$ cat src/rtl/bitplane_dma.sv
// Bitplane DMA sequencer: tracks the DDF fetch window, decodes the lores/hires slot order and
// owns the six bitplane pointers with odd/even modulo.
module bitplane_dma (
  input  logic        clk,
  input  logic        reset,
  input  logic [8:1]  reg_address_in,
  input  logic [15:0] data_in,
  input  logic [8:0]  hpos,
  input  logic        vena,
  input  logic        dmaen,
  output logic        dma,
  output logic [20:1] address_out,
  output logic [8:1]  reg_address_out
);

  localparam logic [8:1] AdrBplcon0 = 8'h80;
  localparam logic [8:1] AdrDdfstrt = 8'h49;
  localparam logic [8:1] AdrDdfstop = 8'h4A;
  localparam logic [8:1] AdrBpl1mod = 8'h84;
  localparam logic [8:1] AdrBpl2mod = 8'h85;
  localparam logic [8:1] AdrBpl1pth = 8'h70;

  typedef enum logic [1:0] {StIdle, StFetch, StLast} state_e;

  state_e      state_q, state_d, cur_st;
  logic        hires_q, hires_d;
  logic [2:0]  bpu_q, bpu_d;
  logic [4:0]  ddfstrt_q, ddfstrt_d, ddfstop_q, ddfstop_d;
  logic [20:1] mod1_q, mod1_d, mod2_q, mod2_d;
  logic [20:1] ptr_q [6];
  logic [20:1] ptr_d [6];

  logic [7:0]  h;
  logic [2:0]  off;
  logic [2:0]  plane, bpu_eff;
  logic        slot_used, final_slot;
  logic [20:1] sel_ptr, inc;

  assign h       = hpos[7:0];
  assign off     = hpos[2:0];
  assign bpu_eff = (bpu_q == 3'd7) ? 3'd0 : bpu_q;

  // cur_st is the window state that applies to the current slot; a group boundary resolves
  // start/stop combinationally so the first slot of a group can already be used.
  always_comb begin
    cur_st = state_q;
    if (off == 3'd0) begin
      cur_st = StIdle;
      if (vena && (state_q == StFetch || (state_q == StIdle && h == {ddfstrt_q, 3'b000}))) begin
        cur_st = (h == {ddfstop_q, 3'b000} || h >= 8'hD8) ? StLast : StFetch;
      end
    end
    state_d = (cur_st == StLast && off == 3'd7) ? StIdle : cur_st;
  end

  always_comb begin
    plane = 3'd0;
    if (hires_q) begin
      unique case (off)
        3'd0, 3'd4: plane = 3'd4;
        3'd1, 3'd5: plane = 3'd2;
        3'd2, 3'd6: plane = 3'd3;
        default:    plane = 3'd1;
      endcase
    end else begin
      unique case (off)
        3'd0, 3'd4: plane = 3'd0;
        3'd1:       plane = 3'd4;
        3'd2:       plane = 3'd6;
        3'd3:       plane = 3'd2;
        3'd5:       plane = 3'd3;
        3'd6:       plane = 3'd5;
        default:    plane = 3'd1;
      endcase
    end
  end

  assign slot_used = dmaen && (cur_st != StIdle) && (plane != 3'd0) && (plane <= bpu_eff) &&
                     (!hires_q || plane <= 3'd4);

  always_comb begin
    sel_ptr = '0;
    for (int i = 0; i < 6; i++) begin
      if (plane == 3'(i + 1)) sel_ptr = ptr_q[i];
    end
  end

  // In hires each plane appears twice per group; only the second slot applies the modulo.
  assign final_slot = (cur_st == StLast) && (!hires_q || off[2]);
  assign inc        = 20'd1 + (final_slot ? (plane[0] ? mod1_q : mod2_q) : 20'd0);

  assign dma             = slot_used;
  assign address_out     = slot_used ? sel_ptr : '0;
  assign reg_address_out = slot_used ? (8'h87 + {5'd0, plane}) : 8'hFF;

  always_comb begin
    hires_d   = hires_q;
    bpu_d     = bpu_q;
    ddfstrt_d = ddfstrt_q;
    ddfstop_d = ddfstop_q;
    mod1_d    = mod1_q;
    mod2_d    = mod2_q;
    case (reg_address_in)
      AdrBplcon0: begin
        hires_d = data_in[15];
        bpu_d   = data_in[14:12];
      end
      AdrDdfstrt: ddfstrt_d = data_in[7:3];
      AdrDdfstop: ddfstop_d = data_in[7:3];
      AdrBpl1mod: mod1_d = {{5{data_in[15]}}, data_in[15:1]};
      AdrBpl2mod: mod2_d = {{5{data_in[15]}}, data_in[15:1]};
      default: ;
    endcase
  end

  // A CPU write to a pointer half overrides any increment from a fetch in the same cycle.
  always_comb begin
    for (int i = 0; i < 6; i++) begin
      ptr_d[i] = ptr_q[i];
      if (slot_used && plane == 3'(i + 1)) ptr_d[i] = ptr_q[i] + inc;
      if (reg_address_in == 8'(AdrBpl1pth + 8'(2 * i))) begin
        ptr_d[i] = {data_in[4:0], ptr_q[i][15:1]};
      end else if (reg_address_in == 8'(AdrBpl1pth + 8'(2 * i + 1))) begin
        ptr_d[i] = {ptr_q[i][20:16], data_in[15:1]};
      end
    end
  end

  always_ff @(posedge clk or posedge reset) begin
    if (reset) begin
      state_q   <= StIdle;
      hires_q   <= 1'b0;
      bpu_q     <= 3'd0;
      ddfstrt_q <= 5'd0;
      ddfstop_q <= 5'd0;
      mod1_q    <= '0;
      mod2_q    <= '0;
      for (int i = 0; i < 6; i++) ptr_q[i] <= '0;
    end else begin
      state_q   <= state_d;
      hires_q   <= hires_d;
      bpu_q     <= bpu_d;
      ddfstrt_q <= ddfstrt_d;
      ddfstop_q <= ddfstop_d;
      mod1_q    <= mod1_d;
      mod2_q    <= mod2_d;
      for (int i = 0; i < 6; i++) ptr_q[i] <= ptr_d[i];
    end
  end

endmodule

$ cat config.mk
export PLATFORM = sky130hd
export DESIGN_NAME = bitplane_dma
export DESIGN_NICKNAME = d
export VERILOG_FILES = /design/src/rtl/bitplane_dma.sv
export SDC_FILE = /design/constraint.sdc
export NUM_CORES = 1
export LEC_CHECK = 0
export CORE_ASPECT_RATIO = 1.1
export CORE_UTILIZATION = 60
export CTS_CLUSTER_DIAMETER = 50
export DETAILED_ROUTE_END_ITERATION = 12
export GPL_TIMING_DRIVEN = 1
export PLACE_DENSITY = 0.79
export SKIP_CTS_REPAIR_TIMING = 1
export SYNTH_ARGS = -nofsm -noshare
export SYNTH_HDL_FRONTEND = slang
export SYNTH_SLANG_ARGS = --single-unit
$ cat constraint.sdc
create_clock -name clk -period 16 [get_ports clk]
set_input_delay 4.8 -clock clk [delete_from_list [all_inputs] [get_ports clk]]
set_output_delay 4.8 -clock clk [all_outputs]
set_load 0.1 [all_outputs]
# Word level (Yosys, flattened, before mapping)
# Cells that the tools add are included.
[op_classes]
add_sub_neg = 8
n_lt_le_gt_ge = 3
eq_ne = 41
muxes = 36
bitwise = 6
reduce_logical = 50
[ops]
columns = ["op", "n"]
rows = [
  ["two-way mux 20 bit", 27],
  ["adder 20 bit", 6],
  ["== test 8 x 7 -> 1 bit (second input constant)", 14],
  ["nonzero test 2 bit", 13],
  ["== test 3 bit (second input constant)", 8],
  ["== test 8 bit (second input constant)", 3],
  ["AND reduction 2 bit", 12],
  ["adder 1 x 20 -> 20 bit (first input constant)", 1],
  ["one-hot mux 3 bit (6 select lines)", 1],
  ["== test 8 bit", 2],
  ["logical AND 1 bit", 14],
  ["== test 3 x 2 -> 1 bit (second input constant)", 4],
  ["!= test 2 bit (second input constant)", 6],
  ["one-hot mux 3 bit (3 select lines)", 1],
  ["adder 8 x 3 -> 8 bit (first input constant)", 1],
  ["greater-or-equal comparator 8 bit (second input constant)", 1],
  ["two-way mux 2 bit", 4],
  ["two-way mux 8 bit", 1],
  ["== test 3 x 1 -> 1 bit (second input constant)", 2],
  ["two-way mux 3 bit", 2],
  ["inverter 1 bit", 6],
  ["OR reduction 2 bit", 3],
  ["logical OR 1 bit", 4],
  ["less-or-equal comparator 3 bit", 1],
  ["7 further kinds", 7],
]
[word_totals]
regBits = 166
input_bits = 37
wordCells = 163

# Logic depth before layout (Yosys ltp)
[logic_depth]
depth_word = 15
depth_mapped = 25
mapped_depth_nobuf = 22

# Worst setup path after synthesis
# No wires, ideal clock.
[synth_path]
path_type = "input port to output port"
startpoint = "input hpos[1]"
endpoint = "output address_out[11] (netlist bit)"
t_arrival_ps = 9358
required_ps = 11200
path_slack_ps = 1842
path_stages = 16
n_path_buf = 4
path_cell_list = "inv_1 ha_1 nor2_1 a2bb2oi_1 o32a_1 buf_4 buf_2 clkinv_1 ha_1 ha_1 inv_1 o2111ai_1 or3_1 clkbuf_1 clkbuf_1 a21oi_1"
[synth_between]
elab_chain_len = 12
[synth_lines]
columns = ["element", "line_no", "source"]
rows = [
  ["start: declaration", "8", "input logic [8:0] hpos,"],
  ["== test 3 bit (tied with other cells)", "59, 66", ""],
  ["OR reduction 2 bit (tied with other cells)", "59, 66", ""],
  ["one-hot mux 3 bit (6 select lines) (tied with other cells)", "66", "unique case (off)"],
  ["two-way mux 3 bit or logical AND 1 bit (tied branches)", "58, 49", ""],
  ["== test 3 x 1 -> 1 bit or two-way mux 2 bit (tied branches)", "84, 49", ""],
  ["two-way mux 20 bit or two-way mux 2 bit (tied branches)", "84, 47", ""],
  ["two-way mux 20 bit or nonzero test 2 bit (tied branches)", "84, 78", ""],
  ["two-way mux 20 bit or logical AND 1 bit (tied branches) (4 in series)", "84, 78", ""],
  ["two-way mux 20 bit *", "93", "assign address_out = slot_used ? sel_ptr : '0;"],
  ["end: declaration", "12", "output logic [20:1] address_out,"],
]
# Mark *: on every way between the ends. The rest lies on a longest branch, timed or not.

# Worst setup path in the final report
[layout_path]
startpoint = "input hpos[1]"
endpoint = "output address_out[8] (netlist bit)"
# The elaborated chain is that of the path after synthesis.

==> flow_metrics.env <==
export IMPL_maxSlewViolCount=0
export IMPL_ys_seq_elements=166
export IMPL_start_util_pct=61.0
export IMPL_gr_total_overflow=0
export IMPL_pin_count=66
export IMPL_layout_min_cycle_time_ps=13930
export IMPL_vias=14000
export IMPL_vias_per_cell=6.48
export IMPL_cpPeakStageDelay_ps=820
export IMPL_async_reset_ff_share_pct=100
export IMPL_violations="design-rule violations"
export IMPL_crit_path_end_kind="output pin"
export IMPL_rsz0062_at_grt="false"
export IMPL_cts_buffers=17
export IMPL_wire_per_inst_um=19.5
export IMPL_ys_flop_type="dfrtp_1"
export IMPL_htreeDepth=4
export IMPL_antenna_left=0
export IMPL_synth_cell_type_count=75
export IMPL_syn_to_final_growth_pct=8.64
export IMPL_critPathArrivalTime_ps=9130
export IMPL_critPathLaunchType="primary input"
export IMPL_io_buffers=63
export IMPL_use_met2_pct=56.6
export IMPL_setup_viol_count_final=0
export IMPL_die_x_um=152
export IMPL_crit_buf_inv=5
export IMPL_drc=4
export IMPL_grt_pass1_wl_um=68800
export IMPL_worstHoldEndpoint="mod2_q[15]"
export IMPL_ys_warn_count=0
export IMPL_syn_nets=2021
export IMPL_die_height_um=167
export IMPL_place_gp_congestion=0.979
export IMPL_synth_edf_count=0
export IMPL_wl_um=42100
export IMPL_r2r_slack_ps=10130
export IMPL_hold_violations=0
export IMPL_leakage_nw=7.57
export IMPL_worstSkewPairLatency_ps=450
export IMPL_yosys_area_top_type="dfrtp_1"
export IMPL_setup_worst_path_class="primary input to output pin"
export IMPL_worstPathCellList="clkdlybuf4s50_1, inv_1, ha_1, nor2_1, a2bb2oi_1, o32a_1, buf_4, clkinv_1, ha_1, and2_1, a222oi_1, nor3_1, a21oi_1, a211o_1, a21oi_1, buf_4"
export IMPL_post_route_util_pct=66.2
export IMPL_yosysSeqAreaShare_pct=27.9
export IMPL_reg2reg_to="ptr_q[99]"
export IMPL_finalCritPeriodShare_pct=87.0
export IMPL_netlist_top_cells_area="dfrtp_1 28%, ha_1 13%, a21oi_1 6.1%"
export IMPL_antenna_cells=0
export IMPL_drive_above_1_share_pct=8.34
export IMPL_grt_busiest_layer="met2"
export IMPL_power_density_mw_per_mm2=72.1
export IMPL_syn_area_mm2=0.0149
export IMPL_cts_buffer_depth=2
export IMPL_design_core_area_mm2=0.0244
export IMPL_crit_path_top_delay_cell="and2_1"
export IMPL_path_clk_slew_ps=60
export IMPL_fillers=2023
export IMPL_layout_commonest_cell="nor2_1"
export IMPL_critPathRequiredTime_ps=11200
export IMPL_hold_path_startpoint="mod2_q[15]"
export IMPL_num_rows=60
export IMPL_root_buffer="clkbuf_16"
export IMPL_yosysTopAreaCellShare_pct=27.9
export IMPL_path_max_fanout=33
export IMPL_fin_nets=2026
export IMPL_status="complete, but fails checks"
export IMPL_first_pass_iters=12
export IMPL_tns_ps=0
export IMPL_relSlewSlack_pct=10.7
export IMPL_grt_usage_pct=33.9
export IMPL_grt_max_degree=96
export IMPL_max_slew_worst_pin_slew_ps=1330
export IMPL_dp_hpwl_um=30300
export IMPL_clock_fmax_ghz=0.0718
export IMPL_dieArea_mm2=0.0254
export IMPL_syn_area_per_cell_um2=8.13
export IMPL_path_delay_family="buffers and inverters"
export IMPL_r2r_start="hires_q"
export IMPL_use_met3_pct=3.34
export IMPL_grt_pass1_vias=13500
export IMPL_reg2regPathDepth=21
export IMPL_syn_inst=1829
export IMPL_use_met1_pct=43.7
export IMPL_finClkSkew_ps=18.7
export IMPL_tritoncts="yes"
export IMPL_hp_class="flop to flop"
export IMPL_final_cell_mix="216 x nor2_1, 185 x nand2_1, 181 x a21oi_1"
export IMPL_hold_depth=1
export IMPL_cts_num_sinks=166
export IMPL_ir_drop_mv=0.0520
export IMPL_maxCapViolCount=0
export IMPL_antenna_found_initial=0
export IMPL_drtIter0Drc=1195
==> metrics by stage <==
step / instances / hold WS (ps) / cell area (um2) / setup slack (ps) / total power, mW
2_1_floorplan: 1829 / 478 / 14900 / 1840 / 0.694
3_3_place_gp: 2125 / 486 / 15600 / 2200 / 0.756
3_5_place_dp: 2125 / 495 / 15600 / 2170 / 0.766
4_1_cts: 2157 / 509 / 16200 / 2140 / 1.17
5_1_grt: 2157 / 526 / 16200 / 1890 / 1.22
6_report: 2157 / 507 / 16200 / 2070 / 1.17
==> cell usage after synthesis, types with 11 or more instances <==
library cell	count
ha_1	149
a22oi_1	20
a211oi_1	22
mux2_2	46
a21o_1	26
mux2i_1	30
nand2b_1	24
nand3_1	45
nor2_1	218
o31ai_1	12
nor3_1	58
o22ai_1	26
a31oi_1	18
o211ai_1	12
a211o_1	23
and3_1	19
a222oi_1	20
buf_2	11
nand2_1	185
a21oi_1	181
or3_1	14
dfrtp_1	166
xor2_1	40
inv_1	39
xnor2_1	73
o21ai_0	118
o21a_1	14
clkbuf_1	73
==> area by class of cell <==
type,count,area (um2),share of cell area (%)
timing repair buffer,83,711,4.40
tap,310,388,2.40
clock buffer,21,460,2.85
clock inverter,11,91.3,0.565
sequential,166,4150,25.7
multi-input combinational,1524,10200,63.1
inverter,42,163,1.01
==> state kept, by name (all words and copies together) (netlist names) <==
signal and cells:
ptr_q 120, mod1_q 15, mod2_q 15, ddfstop_q 5
ddfstrt_q 5, bpu_q 3, state_q 2, hires_q 1
==> worst reg2reg max path: cells and delay by family, from the launching register on <==
| kind | cells | cell delay [ps] |
|---|---|---|
| compound gates | 9 | 2220 |
| simple gates | 4 | 1350 |
| fa+ha+maj | 2 | 710 |
| buf+inv | 3 | 570 |
| flops | 1 | 460 |
| xor+xnor | 2 | 330 |
| mux | 1 | 140 |
==> how the worst max path moves through the flow <==
stage / startpoint / end / slack, ps / depth (start not counted)
finish: hpos[1] / address_out[8] / 2070 / 16
global route: hpos[1] / address_out[14] / 1890 / 16
CTS: hpos[1] / reg_address_out[4] / 2140 / 16
detailed placement: hpos[1] / reg_address_out[4] / 2170 / 16
global placement: hpos[1] / reg_address_out[4] / 2200 / 16
floorplan: hpos[1] / address_out[11] / 1840 / 16
==> logic make-up after synthesis <==
logic type                 Yosys count  share of synthesized area, %
buffers and inverters              139                          3.70
other                                1                        0.0252
adders and majority gates          155                          13.3
AOI/OAI and AO/OA                  555                          24.0
xor gates and xnor gates           113                          6.65
and+or+nand+nor                    624                          18.9
muxes                               76                          5.50
DFF                                166                          27.9
==> where the power goes <==
group | total (mW) | switching [mW] | leakage (nW) | internal (mW)
clock | 0.401 | 0.191 | 0.263 | 0.210
sequential | 0.498 | 0.0387 | 2.23 | 0.459
combinational | 0.267 | 0.154 | 5.08 | 0.112
total | 1.17 | 0.384 | 7.57 | 0.782
==> per-layer routing <==
metal,vias up,wire length (um),share of wire (%)
met5,-,0,0
met4,0,1920,4.6
met3,138,2320,5.5
met2,532,19800,47
met1,6622,18000,43
li1,6679,-,-
No activity file was read; power rests on OpenSTA's default activity.
